File: src/rtl/serial_deserializer.sv
// ---------------------------------------------------------------------------
// serial_deserializer
//
// Purpose: receives asynchronous-style serial frames (start bit 0, WIDTH data
// bits LSB first, optional even-parity bit, stop bit 1) from an already
// registered serial line, qualified by a sample strobe, and presents each good
// word on a single-entry valid/ready output buffer.
//
// Build option:
//   PARITY_CHECK_EN  when defined, an even-parity bit follows the data bits
//                    and the parity_err port is present.
//
// Ports:
//   clk         in   rising-edge clock for all state
//   reset       in   asynchronous, active-high reset
//   bit_in      in   registered serial data
//   bit_en      in   sample strobe; bit_in is used only when bit_en=1
//   word_out    out  [WIDTH] assembled data word (LSB received first)
//   word_valid  out  word_out holds an unconsumed word
//   word_ready  in   downstream accepts word_out when word_valid=1
//   overrun     out  one-cycle pulse: completed word dropped, buffer full
//   frame_err   out  one-cycle pulse: stop bit sampled as 0
//   parity_err  out  one-cycle pulse: parity mismatch (PARITY_CHECK_EN only)
// ---------------------------------------------------------------------------
module serial_deserializer #(
  parameter int unsigned WIDTH = 8
) (
  input  logic             clk,
  input  logic             reset,
  input  logic             bit_in,
  input  logic             bit_en,
  output logic [WIDTH-1:0] word_out,
  output logic             word_valid,
  input  logic             word_ready,
  output logic             overrun,
  output logic             frame_err
`ifdef PARITY_CHECK_EN
  ,
  output logic             parity_err
`endif
);

  localparam int unsigned CNT_W = (WIDTH > 1) ? $clog2(WIDTH) : 1;

  typedef enum logic [1:0] {
    S_IDLE   = 2'd0,
    S_DATA   = 2'd1,
`ifdef PARITY_CHECK_EN
    S_PARITY = 2'd2,
`endif
    S_STOP   = 2'd3
  } state_t;

  // Registered state
  state_t             r_state;
  logic [CNT_W-1:0]   r_count;
  logic [WIDTH-1:0]   r_shift;
  logic [WIDTH-1:0]   r_word;
  logic               r_valid;
  logic               r_overrun;
  logic               r_frame_err;
`ifdef PARITY_CHECK_EN
  logic               r_par_bad;
  logic               r_parity_err;
`endif

  // Next-state values
  state_t             w_state_nxt;
  logic [CNT_W-1:0]   w_count_nxt;
  logic [WIDTH-1:0]   w_shift_nxt;
  logic [WIDTH-1:0]   w_word_nxt;
  logic               w_valid_nxt;
  logic               w_overrun_nxt;
  logic               w_frame_err_nxt;
  logic               w_frame_done;
  logic               w_last_bit;
`ifdef PARITY_CHECK_EN
  logic               w_par_bad_nxt;
  logic               w_parity_err_nxt;
`endif

  assign w_last_bit = (r_count == CNT_W'(WIDTH - 1));

  // State register: everything updates together; reset clears all state.
  always_ff @(posedge clk or posedge reset) begin
    if (reset) begin
      r_state      <= S_IDLE;
      r_count      <= '0;
      r_shift      <= '0;
      r_word       <= '0;
      r_valid      <= 1'b0;
      r_overrun    <= 1'b0;
      r_frame_err  <= 1'b0;
`ifdef PARITY_CHECK_EN
      r_par_bad    <= 1'b0;
      r_parity_err <= 1'b0;
`endif
    end else begin
      r_state      <= w_state_nxt;
      r_count      <= w_count_nxt;
      r_shift      <= w_shift_nxt;
      r_word       <= w_word_nxt;
      r_valid      <= w_valid_nxt;
      r_overrun    <= w_overrun_nxt;
      r_frame_err  <= w_frame_err_nxt;
`ifdef PARITY_CHECK_EN
      r_par_bad    <= w_par_bad_nxt;
      r_parity_err <= w_parity_err_nxt;
`endif
    end
  end

  // Next-state and output logic for the frame receiver and output buffer.
  always_comb begin
    w_state_nxt      = r_state;
    w_count_nxt      = r_count;
    w_shift_nxt      = r_shift;
    w_word_nxt       = r_word;
    // A handshake this cycle frees the buffer; a completing frame may refill it.
    w_valid_nxt      = r_valid & ~word_ready;
    w_overrun_nxt    = 1'b0;
    w_frame_err_nxt  = 1'b0;
    w_frame_done     = 1'b0;
`ifdef PARITY_CHECK_EN
    w_par_bad_nxt    = r_par_bad;
    w_parity_err_nxt = 1'b0;
`endif

    if (bit_en) begin
      case (r_state)
        S_IDLE: begin
          // Start bit is a sampled 0; idle line (1) keeps waiting.
          if (!bit_in) begin
            w_state_nxt = S_DATA;
            w_count_nxt = '0;
            w_shift_nxt = '0;
          end
        end

        S_DATA: begin
          // Shift register is cleared at start, so OR-ing places the bit.
          w_shift_nxt = r_shift | (WIDTH'(bit_in) << r_count);
          w_count_nxt = r_count + CNT_W'(1);
          if (w_last_bit) begin
`ifdef PARITY_CHECK_EN
            w_state_nxt = S_PARITY;
`else
            w_state_nxt = S_STOP;
`endif
          end
        end

`ifdef PARITY_CHECK_EN
        S_PARITY: begin
          // Even parity: data bits plus parity bit must XOR to 0.
          w_par_bad_nxt = ^{r_shift, bit_in};
          w_state_nxt   = S_STOP;
        end
`endif

        S_STOP: begin
          w_state_nxt = S_IDLE;
          if (!bit_in) begin
            w_frame_err_nxt = 1'b1;
          end else begin
`ifdef PARITY_CHECK_EN
            if (r_par_bad) begin
              w_parity_err_nxt = 1'b1;
            end else begin
              w_frame_done = 1'b1;
            end
`else
            w_frame_done = 1'b1;
`endif
          end
        end

        default: begin
          w_state_nxt = S_IDLE;
        end
      endcase
    end

    // Load a completed word unless the buffer is still full and not being read.
    if (w_frame_done) begin
      if (r_valid && !word_ready) begin
        w_overrun_nxt = 1'b1;
      end else begin
        w_word_nxt  = r_shift;
        w_valid_nxt = 1'b1;
      end
    end
  end

  assign word_out   = r_word;
  assign word_valid = r_valid;
  assign overrun    = r_overrun;
  assign frame_err  = r_frame_err;
`ifdef PARITY_CHECK_EN
  assign parity_err = r_parity_err;
`endif

endmodule

File: config.mk
export PLATFORM = sky130hd
export DESIGN_NAME = serial_deserializer
export DESIGN_NICKNAME = d
export VERILOG_FILES = /design/src/rtl/serial_deserializer.sv
export SDC_FILE = /design/constraint.sdc
export NUM_CORES = 1
export LEC_CHECK = 0
export ABC_AREA = 1
export CELL_PAD_IN_SITES_DETAIL_PLACEMENT = 1
export CELL_PAD_IN_SITES_GLOBAL_PLACEMENT = 2
export CORE_MARGIN = 8
export CORE_UTILIZATION = 34
export DETAILED_ROUTE_END_ITERATION = 8
export PLACE_DENSITY = 0.91
export SYNTH_ARGS = -nofsm -noshare
export SYNTH_HDL_FRONTEND = slang
export SYNTH_SLANG_ARGS = --single-unit
File: constraint.sdc
create_clock -name clk -period 3.4 [get_ports clk]
set_input_delay 0.34 -clock clk [delete_from_list [all_inputs] [get_ports clk]]
set_output_delay 0.34 -clock clk [all_outputs]
set_load 0.01 [all_outputs]
==> metrics.cfg, run 1 <==
[cells_and_area]
nFillCells = 378
areaGrowthSynthToFinish_pct = 20.7
drive_above_1_share_pct = 14.0
seq_area_sq_um = 601
postLayoutCoreUtil_pct = 43.2
nets = 144
multi_input_area_sq_um = 403
diodes = 0

[global_routing]
antenna_found_initial = 0
grt_pass1_vias = 857
grt_pass1_wl_mm = 4.04
globalRouteOverflowTotal = 0
grt_max_degree = 25
grt_usage_pct = 9.60

[logic_synthesis]
synth_compound_area_share_pct = 11.8
synth_cells = 120
synthSimpleGateAreaFrac_pct = 22.5
synth_top_family_by_area = simple AND/OR/NAND/NOR gates
synthTopCellsByArea = dfrtp_1 55%, nand2_1 8.5%, o21ai_2 6.4%
syn_area_per_cell_sq_um = 9.18
synth_cell_types = 16
synthesis.area_sq_mm = 0.00110
ys_seq_area_share_pct = 54.5
synth_xor_area_share_pct = 0
synth_adder_area_share_pct = 2.27
synth_mux_area_share_pct = 0
yosys.area.top_type = dfrtp_1
post-synth-top-area-fraction_pct = 54.5
synth_warnings = 0
synth_nets = 127
ys_ff_latch = 24

[timing]
period_share_pct = 46.5
period_needed_ns = 1.58
worst_slack_ns = 1.82
rsz0062_at_grt = false
worst_slew_pin_slew_ns = 0.900
final_max_slew_viol_count = 0
fin_tns_setup_ns = 0
final-setup-viol-count = 0
hold_ws_ns = 0.495
finalClockSkew_ns = 0.00196
fmax_ghz = 0.633
slew-limit-headroom_pct = 39.9
finalHoldViolCount = 0

[clock_tree]
cts.sinks = 24
holdBufCountCts = 0
clockBufferDepth = 2
cts_setup_buffers = 0
cts_max_level = 1
cts_resized = 0
cts_tree = done
path_clk_slew_ns = 0.13
cts_made_buffers = 3
clock_latency_ns = 0.32
root_buffer = clkbuf_4

[routing]
dr.pass1.iters = 4
vias = 811
avgRoutedWirePerCell_um = 12.8
drt_iter0_drc = 28
drc = 0
totalWireLength_mm = 2.30
ant_nets = 0
vias_per_cell = 4.51

[flow_run]
cap_violations = 0

[critical_path]
cpMaxStageDelayCell = clkdlybuf4s50_1
critPathArrivalTime_ns = 1.24
endpoint_kind = primary output
r2r_end = r_state[0]
cp_slowest_stage_delay_ns = 0.54
start_kind = flop
worstSetupPathType = flop to primary output
r2r_slack_ns = 2.06
crit_family = buffers and inverters
cp.buffers_inverters = 1
r2r_cells = 5
cp.required_ns = 3.06
critical_path.cell_chain = clkdlybuf4s50_1
r2r-start = r_count[0]
crit_path_max_fanout = 2

[outcome]
status = completed

[hold_path]
hp-class = primary input to asynchronous set/reset pin

[floorplan]
coreArea_sq_mm = 0.00308
std_cell_rows = 20
die_area_sq_mm = 0.00532
start_util_pct = 35.8
io_pins = 16
fp.dieW_um = 72.9
die_h_um = 72.9

[pwr]
powerDensity_mw_per_mm2 = 577
vdd_drop_max_v = 0.000377
p_leak_uw = 0.000612

[place]
dp_slack_ns = 1.50
dp_hpwl_mm = 1.79
gp_congestion = 0.805
portBuffers = 15

synth_stat cells:
cell type / count
nand2_1: 25
dfrtp_1: 24
inv_1: 15
nand3_1: 12
nor2_1: 10
o21ai_2: 8
a21oi_1: 6
o21ai_0: 6
inv_2: 3
buf_6: 2
ha_1: 2
nor2_4: 2
nor3_1: 2
buf_4: 1
nand2_2: 1
nand3_4: 1
report_power, final:
group	internal (uW)	leakage [uW]	switching [uW]
clock	119	0.0000279	88.7
sequential	331	0.000321	38.4
combinational	67.4	0.000263	122
total	517	0.000612	249
placed cells by master, fill, tap and decap left out, types with 6 or more instances in the layout:
cell type,netlist,layout
a21oi_1,6,6
clkdlybuf4s50_1,0,15
dfrtp_1,24,24
inv_1,15,15
nand2_1,25,25
nand3_1,12,12
nor2_1,10,10
o21ai_0,6,6
o21ai_2,8,8
worst max-delay path by stage:
stage                            from          end  cells past startpoint
after floorplan            r_count[0]   r_state[0]                      5
after global placement         bit_in   r_shift[5]                      5
after detailed placement       bit_in   r_shift[3]                      5
after CTS                 word_out[7]  word_out[7]                      1
after global routing      word_out[6]  word_out[6]                      1
final                      word_valid   word_valid                      1
flip-flops by register name, indices dropped and copies added (netlist names):
register and flops:
frame_err 1, overrun 1, r_count 3, r_shift 8, r_state 2, word_out 8, word_valid 1
metal layers:
metal	GRT usage [%]	part of all wire, %
met1	11.6	45
met2	16.1	50
met3	3.57	4.2
met4	1.33	0.39
met5	0	0
per-stage QoR:
step | power, uW | area [sq um] | cells
after floorplan | 504 | 1100 | 120
after global routing | 828 | 1330 | 180
after global placement | 555 | 1280 | 176
after CTS | 781 | 1330 | 180
after detailed placement | 569 | 1280 | 176
final | 767 | 1330 | 180
kinds of logic after synthesis:
logic type      after synthesis
compound gates               20
buf+inv                      21
fa+ha+maj                     2
flops                        24
simple gates                 53
layout make-up:
class / count / share of cell area [%]
inverters: 18 / 5.08
clock buffers: 3 / 1.69
repair buffers: 15 / 11.3
well taps: 44 / 4.14
multi-input cells: 75 / 30.3
clock inverters: 1 / 2.26
flip-flops and latches: 24 / 45.2
Note: power is estimated with default switching activity, not from simulation.
==> inputs of run 2 (changes only) <==
- CORE_UTILIZATION: 34 -> 29
- PLACE_DENSITY: 0.91 -> 0.83
- clock period: 3.4 -> 1.4 ns (I/O delays scaled with it)
==> metrics.cfg, run 2 (synthesis gave the netlist of run 1 again) <==
[routing]
dr.pass1.iters = 3  ; -1
totalWireLength_mm = 2.38  ; +3.5%
vias_per_cell = 4.38  ; -2.8%
drc = 0  ; unchanged
drt_iter0_drc = 22  ; -21%
ant_nets = 0  ; unchanged
avgRoutedWirePerCell_um = 12.3  ; -3.4%
vias = 845  ; +4.2%

[clock_tree]
path_clk_slew_ns = 0.09  ; -0.04 ns
holdBufCountCts = 0  ; unchanged
cts_tree = done
cts_max_level = 1  ; unchanged
cts_made_buffers = 3  ; unchanged
root_buffer = clkbuf_8
clock_latency_ns = 0.26  ; -0.06 ns
clockBufferDepth = 2  ; unchanged
cts.sinks = 24  ; unchanged

[global_routing]
met3_usage_pct = 2.88  ; -0.69 points
met2_usage_pct = 14.7  ; -1.4 points
grt_pass1_vias = 964  ; +12%
antenna_found_initial = 0  ; unchanged
grt_max_degree = 25  ; unchanged
grt_usage_pct = 8.56  ; -1.0 points
grt_pass1_wl_mm = 4.40  ; +9.1%
busiest_layer = met2
use_met1_pct = 10.3  ; -1.3 points
globalRouteOverflowTotal = 0  ; unchanged

[place]
dp.cells = 188  ; +6.8%
gp_congestion = 0.817  ; +1.5%
portBuffers = 15  ; unchanged
dp_hpwl_mm = 1.83  ; +2.6%
dp_slack_ns = -0.0385  ; -1.54 ns

[timing]
final_max_slew_viol_count = 0  ; unchanged
rsz0062_at_grt = false
finalHoldViolCount = 0  ; unchanged
worst_slew_pin_slew_ns = 0.413  ; -0.488 ns
slew-limit-headroom_pct = 72.4  ; +32 points
fmax_ghz = 0.763
worst_slack_ns = 0.0900  ; -1.73 ns
finalClockSkew_ns = 0.00337  ; +0.00141 ns
hold_ws_ns = 0.227  ; -0.268 ns
final-setup-viol-count = 0  ; unchanged
period_needed_ns = 1.31
period_share_pct = 93.6

[flow_run]
cap_violations = 0  ; unchanged

[cells_and_area]
final_cells = 193  ; +7.2%
layout_commonest_cell = nand2_1
nets = 153  ; +6.3%
drive_above_1_share_pct = 20.0  ; +6.0 points
layout_common_cells = 25 x nand2_1, 24 x dfrtp_1, 15 x inv_1, 15 x clkdlybuf4s50_1, 12 x nand3_1
areaGrowthSynthToFinish_pct = 30.6
nFillCells = 431  ; +14%
diodes = 0  ; unchanged

[floorplan]
fp.dieW_um = 77.6  ; +6.5%
coreArea_sq_mm = 0.00366  ; +19%
die_h_um = 77.6  ; +6.5%
io_pins = 16  ; unchanged
die_area_sq_mm = 0.00602  ; +13%
std_cell_rows = 22  ; +10%
start_util_pct = 30.1  ; -5.7 points

[critical_path]
crit_path_max_fanout = 2  ; unchanged
endpoint_kind = primary output
cp.buffers_inverters = 1  ; unchanged
cp_slowest_stage_delay_ns = 0.55  ; about the same
worstSetupPathType = flop to primary output
cpMaxStageDelayCell = clkdlybuf4s50_1
r2r_cells = 5  ; unchanged
r2r_slack_ns = 0.13  ; -1.93 ns
crit_family = buffers and inverters
start_kind = flop
critical_path.cell_chain = clkdlybuf4s50_1
r2r_end = r_state[0]
cp_num_cells = 1  ; unchanged
critPathArrivalTime_ns = 1.17  ; -0.07 ns
r2r-start = r_count[0]
cp.required_ns = 1.26  ; -1.80 ns

[pwr]
powerDensity_mw_per_mm2 = 1420  ; +150%
finalPower_uw = 2040  ; +170%
p_leak_uw = 0.000671  ; +9.6%
vdd_drop_max_v = 0.000913  ; +140%

[hold_path]
hp-class = primary input to asynchronous set/reset pin

[outcome]
status = completed

## run 2: report_power, final
part	switching (uW)	internal, uW
Combinational	324	231
Clock	220	382
Sequential	82.8	804
## run 2: cell type report
class,count,area [sq um],area share (%)
Clock buffer,3,41.3,2.87
Clock inverter,1,30.0,2.09
Inverter,18,67.6,4.70
Multi-Input combinational cell,75,408,28.4
Sequential cell,24,601,41.8
Tap cell,48,60.1,4.18
Timing Repair Buffer,24,230,16.0
## run 2: worst max-delay path by stage
stage / startpoint / endpoint / slack (ns)
after detailed placement: bit_en / word_out[4] / -0.04
final: word_valid / word_valid / 0.09
after floorplan: r_count[0] / r_state[0] / 0.22
after CTS: r_count[0] / r_state[0] / 0.06
after global routing: r_count[0] / r_state[0] / 0.02
after global placement: bit_en / word_out[0] / 0.02
## run 2: what timing repair did
item                       CTS  global route
resized for setup            0             1
setup endpoints to repair    0             1
buffers inserted             0             1
## run 2: through the flow
step / cell area (sq um) / utilization, % / setup TNS (ns)
4_1_cts: 1430 / 38.9 / 0
3_3_place_gp: 1350 / 37.0 / 0
3_5_place_dp: 1350 / 37.0 / -0.227
2_1_floorplan: 1100 / - / 0
6_report: 1440 / 39.3 / 0
5_1_grt: 1440 / 39.3 / 0
## run 2: per-layer routing
| metal | share of wire, % | routed length [um] |
|---|---|---|
| met2 | 51 | 1220 |
| met5 | 0 | 0 |
| met4 | 0.51 | 12 |
| met1 | 44 | 1050 |
| met3 | 3.7 | 89 |
